File: config.mk
export PLATFORM = sky130hd
export DESIGN_NAME = counter_sequencer_flat
export DESIGN_NICKNAME = d
export VERILOG_FILES = /design/src/rtl/counter_sequencer_if.sv /design/src/rtl/counter_sequencer.sv /design/src/flat_wrapper.sv
export SDC_FILE = /design/constraint.sdc
export NUM_CORES = 1
export LEC_CHECK = 0
export CAP_MARGIN = 20
export CELL_PAD_IN_SITES_DETAIL_PLACEMENT = 0
export CELL_PAD_IN_SITES_GLOBAL_PLACEMENT = 2
export CORE_ASPECT_RATIO = 1.1
export CORE_MARGIN = 2
export CORE_UTILIZATION = 32
export CTS_BUF_LIST = sky130_fd_sc_hd__clkbuf_16
export CTS_CLUSTER_DIAMETER = 120
export CTS_CLUSTER_SIZE = 28
export DETAILED_ROUTE_END_ITERATION = 8
export PLACE_DENSITY = 0.89
export SYNTH_ARGS = -nofsm -noshare
export SYNTH_HDL_FRONTEND = slang
export SYNTH_SLANG_ARGS = --single-unit
File: constraint.sdc
create_clock -name clk -period 5.44 [get_ports clk]
set_input_delay 0.816 -clock clk [delete_from_list [all_inputs] [get_ports clk]]
set_output_delay 0.816 -clock clk [all_outputs]
set_load 0.01 [all_outputs]
File: src/rtl/counter_sequencer_if.sv
// Command channel of the counter sequencer: valid/ready command bus plus
// the completion pulse and step count returned to the master.
interface counter_sequencer_if #(
  parameter int WIDTH = 6
);
  logic             cmd_valid;
  logic             cmd_ready;
  logic [1:0]       cmd_op;
  logic [WIDTH-1:0] cmd_arg;
  logic             done;
  logic [WIDTH-1:0] steps;

  modport master (
    output cmd_valid, cmd_op, cmd_arg,
    input  cmd_ready, done, steps
  );

  modport slave (
    input  cmd_valid, cmd_op, cmd_arg,
    output cmd_ready, done, steps
  );
endinterface

File: src/rtl/counter_sequencer.sv
// Command-driven controller for an up/down counter: clears, loads, or runs
// the counter to a target and stops it exactly there, reporting the steps taken.
module counter_sequencer #(
  parameter int WIDTH = 6
) (
  input  logic                 clk,
  input  logic                 reset,
  counter_sequencer_if.slave   cmd,
  output logic                 ctr_reset,
  output logic                 ctr_load,
  output logic [WIDTH-1:0]     ctr_data,
  output logic                 ctr_count_up,
  input  logic [WIDTH-1:0]     ctr_count
);

  localparam logic [1:0] OP_CLEAR   = 2'b00;
  localparam logic [1:0] OP_LOAD    = 2'b01;
  localparam logic [1:0] OP_UP_TO   = 2'b10;
  localparam logic [1:0] OP_DOWN_TO = 2'b11;

  typedef enum logic [1:0] {
    IDLE = 2'd0,
    CLR  = 2'd1,
    RUN  = 2'd2
  } state_t;

  state_t           state;
  logic [WIDTH-1:0] hold;
  logic [WIDTH-1:0] tgt;
  logic             dir;
  logic             done_q;
  logic [WIDTH-1:0] steps_q;
  logic [WIDTH-1:0] step_cnt;
  logic             at_target;

  assign at_target     = (ctr_count == tgt);
  assign cmd.cmd_ready = (state == IDLE) && !reset;
  assign cmd.done      = done_q;
  assign cmd.steps     = steps_q;
  assign ctr_reset     = reset || (state == CLR);

  // While idle the counter is frozen by reloading it with hold every cycle.
  always_comb begin
    ctr_load     = 1'b0;
    ctr_data     = hold;
    ctr_count_up = 1'b0;
    unique case (state)
      IDLE: ctr_load = 1'b1;
      RUN: begin
        ctr_count_up = dir;
        if (at_target) begin
          ctr_load = 1'b1;
          ctr_data = tgt;
        end
      end
      default: ;
    endcase
  end

  always_ff @(posedge clk) begin
    if (reset) begin
      state    <= IDLE;
      hold     <= '0;
      tgt      <= '0;
      dir      <= 1'b0;
      done_q   <= 1'b0;
      steps_q  <= '0;
      step_cnt <= '0;
    end else begin
      done_q <= 1'b0;
      unique case (state)
        IDLE: begin
          if (cmd.cmd_valid) begin
            unique case (cmd.cmd_op)
              OP_CLEAR: state <= CLR;
              OP_LOAD: begin
                hold   <= cmd.cmd_arg;
                done_q <= 1'b1;
              end
              OP_UP_TO, OP_DOWN_TO: begin
                tgt      <= cmd.cmd_arg;
                dir      <= (cmd.cmd_op == OP_UP_TO);
                step_cnt <= '0;
                state    <= RUN;
              end
              default: ;
            endcase
          end
        end
        CLR: begin
          hold   <= '0;
          state  <= IDLE;
          done_q <= 1'b1;
        end
        RUN: begin
          // The stop cycle reloads tgt, so the counter lands on it and stays.
          if (at_target) begin
            steps_q <= step_cnt;
            hold    <= tgt;
            state   <= IDLE;
            done_q  <= 1'b1;
          end else begin
            step_cnt <= step_cnt + 1'b1;
          end
        end
        default: state <= IDLE;
      endcase
    end
  end

endmodule

File: src/flat_wrapper.sv
// flat-port wrapper written by rule: the top's interface ports become plain ports
module counter_sequencer_flat 
#(
  parameter int WIDTH = 6
)
  (clk, reset, ctr_reset, ctr_load, ctr_data, ctr_count_up, ctr_count, cmd_cmd_valid, cmd_cmd_op, cmd_cmd_arg, cmd_cmd_ready, cmd_done, cmd_steps);
  counter_sequencer_if #(.WIDTH(WIDTH)) cmd_i ();
  input  logic clk;
  input  logic reset;
  output logic ctr_reset;
  output logic ctr_load;
  output logic [WIDTH-1:0] ctr_data;
  output logic ctr_count_up;
  input  logic [WIDTH-1:0] ctr_count;
  input wire logic [$bits(cmd_i.cmd_valid)-1:0] cmd_cmd_valid;
  input wire logic [$bits(cmd_i.cmd_op)-1:0] cmd_cmd_op;
  input wire logic [$bits(cmd_i.cmd_arg)-1:0] cmd_cmd_arg;
  output wire logic [$bits(cmd_i.cmd_ready)-1:0] cmd_cmd_ready;
  output wire logic [$bits(cmd_i.done)-1:0] cmd_done;
  output wire logic [$bits(cmd_i.steps)-1:0] cmd_steps;
  assign cmd_i.cmd_valid = cmd_cmd_valid;
  assign cmd_i.cmd_op = cmd_cmd_op;
  assign cmd_i.cmd_arg = cmd_cmd_arg;
  assign cmd_cmd_ready = cmd_i.cmd_ready;
  assign cmd_done = cmd_i.done;
  assign cmd_steps = cmd_i.steps;
  counter_sequencer #(.WIDTH(WIDTH)) u_core (.clk(clk), .reset(reset), .cmd(cmd_i), .ctr_reset(ctr_reset), .ctr_load(ctr_load), .ctr_data(ctr_data), .ctr_count_up(ctr_count_up), .ctr_count(ctr_count));
endmodule
==> results.ini <==
[synthesis]
avgSynthCellArea_um2=8.86
synth_compound_area_share_pct=17.4
ys_seq_area_share_pct=36.8
synth_cell_types=40
synthSimpleGateAreaFrac_pct=20.3
synth_edf_count=0
syn_nets=194
synth-xor-area-share_pct=4.60
synth_mux_area_share_pct=13.0
synth_top_area_share_pct=36.8
synthCells=172
synth.area.top_cells=dfxtp_1, mux2i_1, nand2_1
yosysMostFrequentCell=dfxtp_1
synth_common_cells=dfxtp_1, nand2_1, nor2_1
ys_seq_elements=28
ys.flop_type=dfxtp_1
async_flop_share_pct=0
yosysTopAreaCell=dfxtp_1
synth_fa_ha_area_share_pct=4.11
synth_top_family_by_area=simple AND/OR/NAND/NOR gates
ys.warnings.count=0
netlist_area_mm2=0.00152

[layout]
area_growth_pct=30.3
multi_input_area_um2=905
diodes=0
layout.nets=224
final.fill_count=481
regArea_um2=561
drive_gt1_share_pct=8.46

[worst_setup_path]
critPathMaxFanout=13
r2r_setup_slack_ps=3300
cp-start-kind=input pin
crit_slowest_cell=clkdlybuf4s50_1
critPathMaxStageDelay_ps=470
end_kind=output port
path_common_cell=clkdlybuf4s50_1
crit_family=buffers and inverters
worstPathRequired_ps=4620
cp_cell_sequence=clkdlybuf4s50_1 -> xnor2_1 -> nand4_4 -> nor2_4 -> mux2_2 -> clkdlybuf4s50_1
crit_arrival_ps=3010
crit_type=in -> out
path_buf_inv=2
cp.depth=6
reg2reg_depth=7

[clocking]
cts_resized=0
clk_path_buf_depth=2
post_cts_buffers=0
cts_root_buf=clkbuf_16
clock_sinks=28
postCtsHoldBufs=0
cts_tree=yes
numCtsBuffers=3
clk_latency_ps=260
htree_levels=1
clkSlewWorstSetupHoldPaths_ps=70

[timing]
drv_slew=0
hold_violations=0
finalCriticalPeriod_ps=3830
worst_pin_slew_ps=1010
setup_tns_ps=0
fmax_ghz=0.261
setup_viol=0
min_period_over_period_pct=70.3
rsz0062_at_grt=false
clock-skew-final_ps=3.15
slew_headroom_pct=32.5

[route]
avgViaCountPerCell=4.91
drt_iter0_drc=46
wire_per_inst_um=13.3
vias=1263
ant_nets=0
post-route-drc-count=0
drt-total-wl_um=3420
drt-pass1-iter-count=4

[floorplan]
core_mm2=0.00462
initial_core_util_pct=33.0
die_w_um=69.8
num_rows=26
fp.dieH_um=76.4
io_pins=34
dieArea_mm2=0.00533

[placement]
place.gp.congestion=0.728
portBuffers=33
dpl.hpwl_um=2420

[power]
ir_drop_v=0.000152
power_uw=586
power.density_mw_per_mm2=295
leakagePower_nw=0.678

[outcome]
outcome=finished clean

[run]
drv_cap=0

[global_route]
grt_max_degree=27
antenna_found_initial=0
grt_pass1_vias=1231
grt_pass1_wl_um=5840
grt_usage_pct=13.3
grt_overflow=0

[min_path]
hp-class=reg -> reg
hold_depth=2

-- metal layers --
layer	GRT usage (%)	up-vias	part of all wire, %
met5	0	-	0
li1	-	669	-
met2	23.4	23	48
met3	2.38	2	3.3
met4	2.69	0	0.29
met1	17.1	569	48
-- worst paths after layout --
kind,startpoint,to
setup / recovery,ctr_count[1],ctr_data[1]
hold / removal,u_core.cmd.steps[5],u_core.cmd.steps[5]
setup reg to reg,u_core.state[1],u_core.hold[4]
hold reg to reg,u_core.cmd.steps[5],u_core.cmd.steps[5]
-- flip-flops by register name (all words and copies together) (netlist names) --
register and count:
u_core.state 2, u_core.cmd.done 1, u_core.hold 6, u_core.step_cnt 6
u_core.dir 1, u_core.tgt 6, u_core.cmd.steps 6
-- per-stage QoR --
step / cells / instance area, um^2 / worst slack, ps / hold slack, ps / utilization (%)
6_report: 257 / 1990 / 1610 / 496 / 43.0
5_1_grt: 257 / 1990 / 1490 / 534 / 43.0
4_1_cts: 257 / 1990 / 1560 / 504 / 43.0
3_5_place_dp: 253 / 1880 / 1580 / 483 / 40.7
3_3_place_gp: 253 / 1880 / 1640 / 478 / 40.7
2_1_floorplan: 172 / 1520 / 2670 / 458 / -
-- logic make-up after synthesis --
group                      after synthesis
xor gates and xnor gates                 8
DFF                                     28
and+or+nand+nor                         62
adders and majority gates                5
AOI/OAI and AO/OA                       38
muxes                                   19
buffers and inverters                   12
-- worst register-to-register path, cell delays in order, from the launching register on --
cell     delay [ps]
dfxtp_1         390
inv_1            90
ha_1            290
inv_1           150
o22ai_2         600
nor2_1           90
a311o_1         340
a31oi_1         140
-- placed cells by master, fill, tap and decap left out, types with 3 or more instances in the layout --
cell / instances
a21oi_1: 11
a311o_1: 6
a31oi_1: 7
clkbuf_16: 3
clkdlybuf4s50_1: 33
dfxtp_1: 28
ha_1: 5
inv_1: 4
mux2_2: 4
mux2i_1: 13
nand2_1: 27
nand2b_1: 3
nand3_1: 3
nor2_1: 15
o21ai_0: 3
or3_1: 3
xnor2_1: 6
-- power breakdown --
group | switching (mW) | total [mW] | internal [mW]
logic | 0.0699 | 0.136 | 0.0663
registers | 0.0112 | 0.230 | 0.218
clock network | 0.0737 | 0.220 | 0.147
-- area by class of cell --
cell class | count | share of cell area, %
timing repair buffer | 33 | 16.6
tap | 56 | 3.53
clock buffer | 3 | 3.78
multi-input combinational | 132 | 45.6
inverter | 4 | 0.756
sequential | 28 | 28.2
clock inverter | 1 | 1.51
Note: power is estimated with default switching activity, not from simulation.
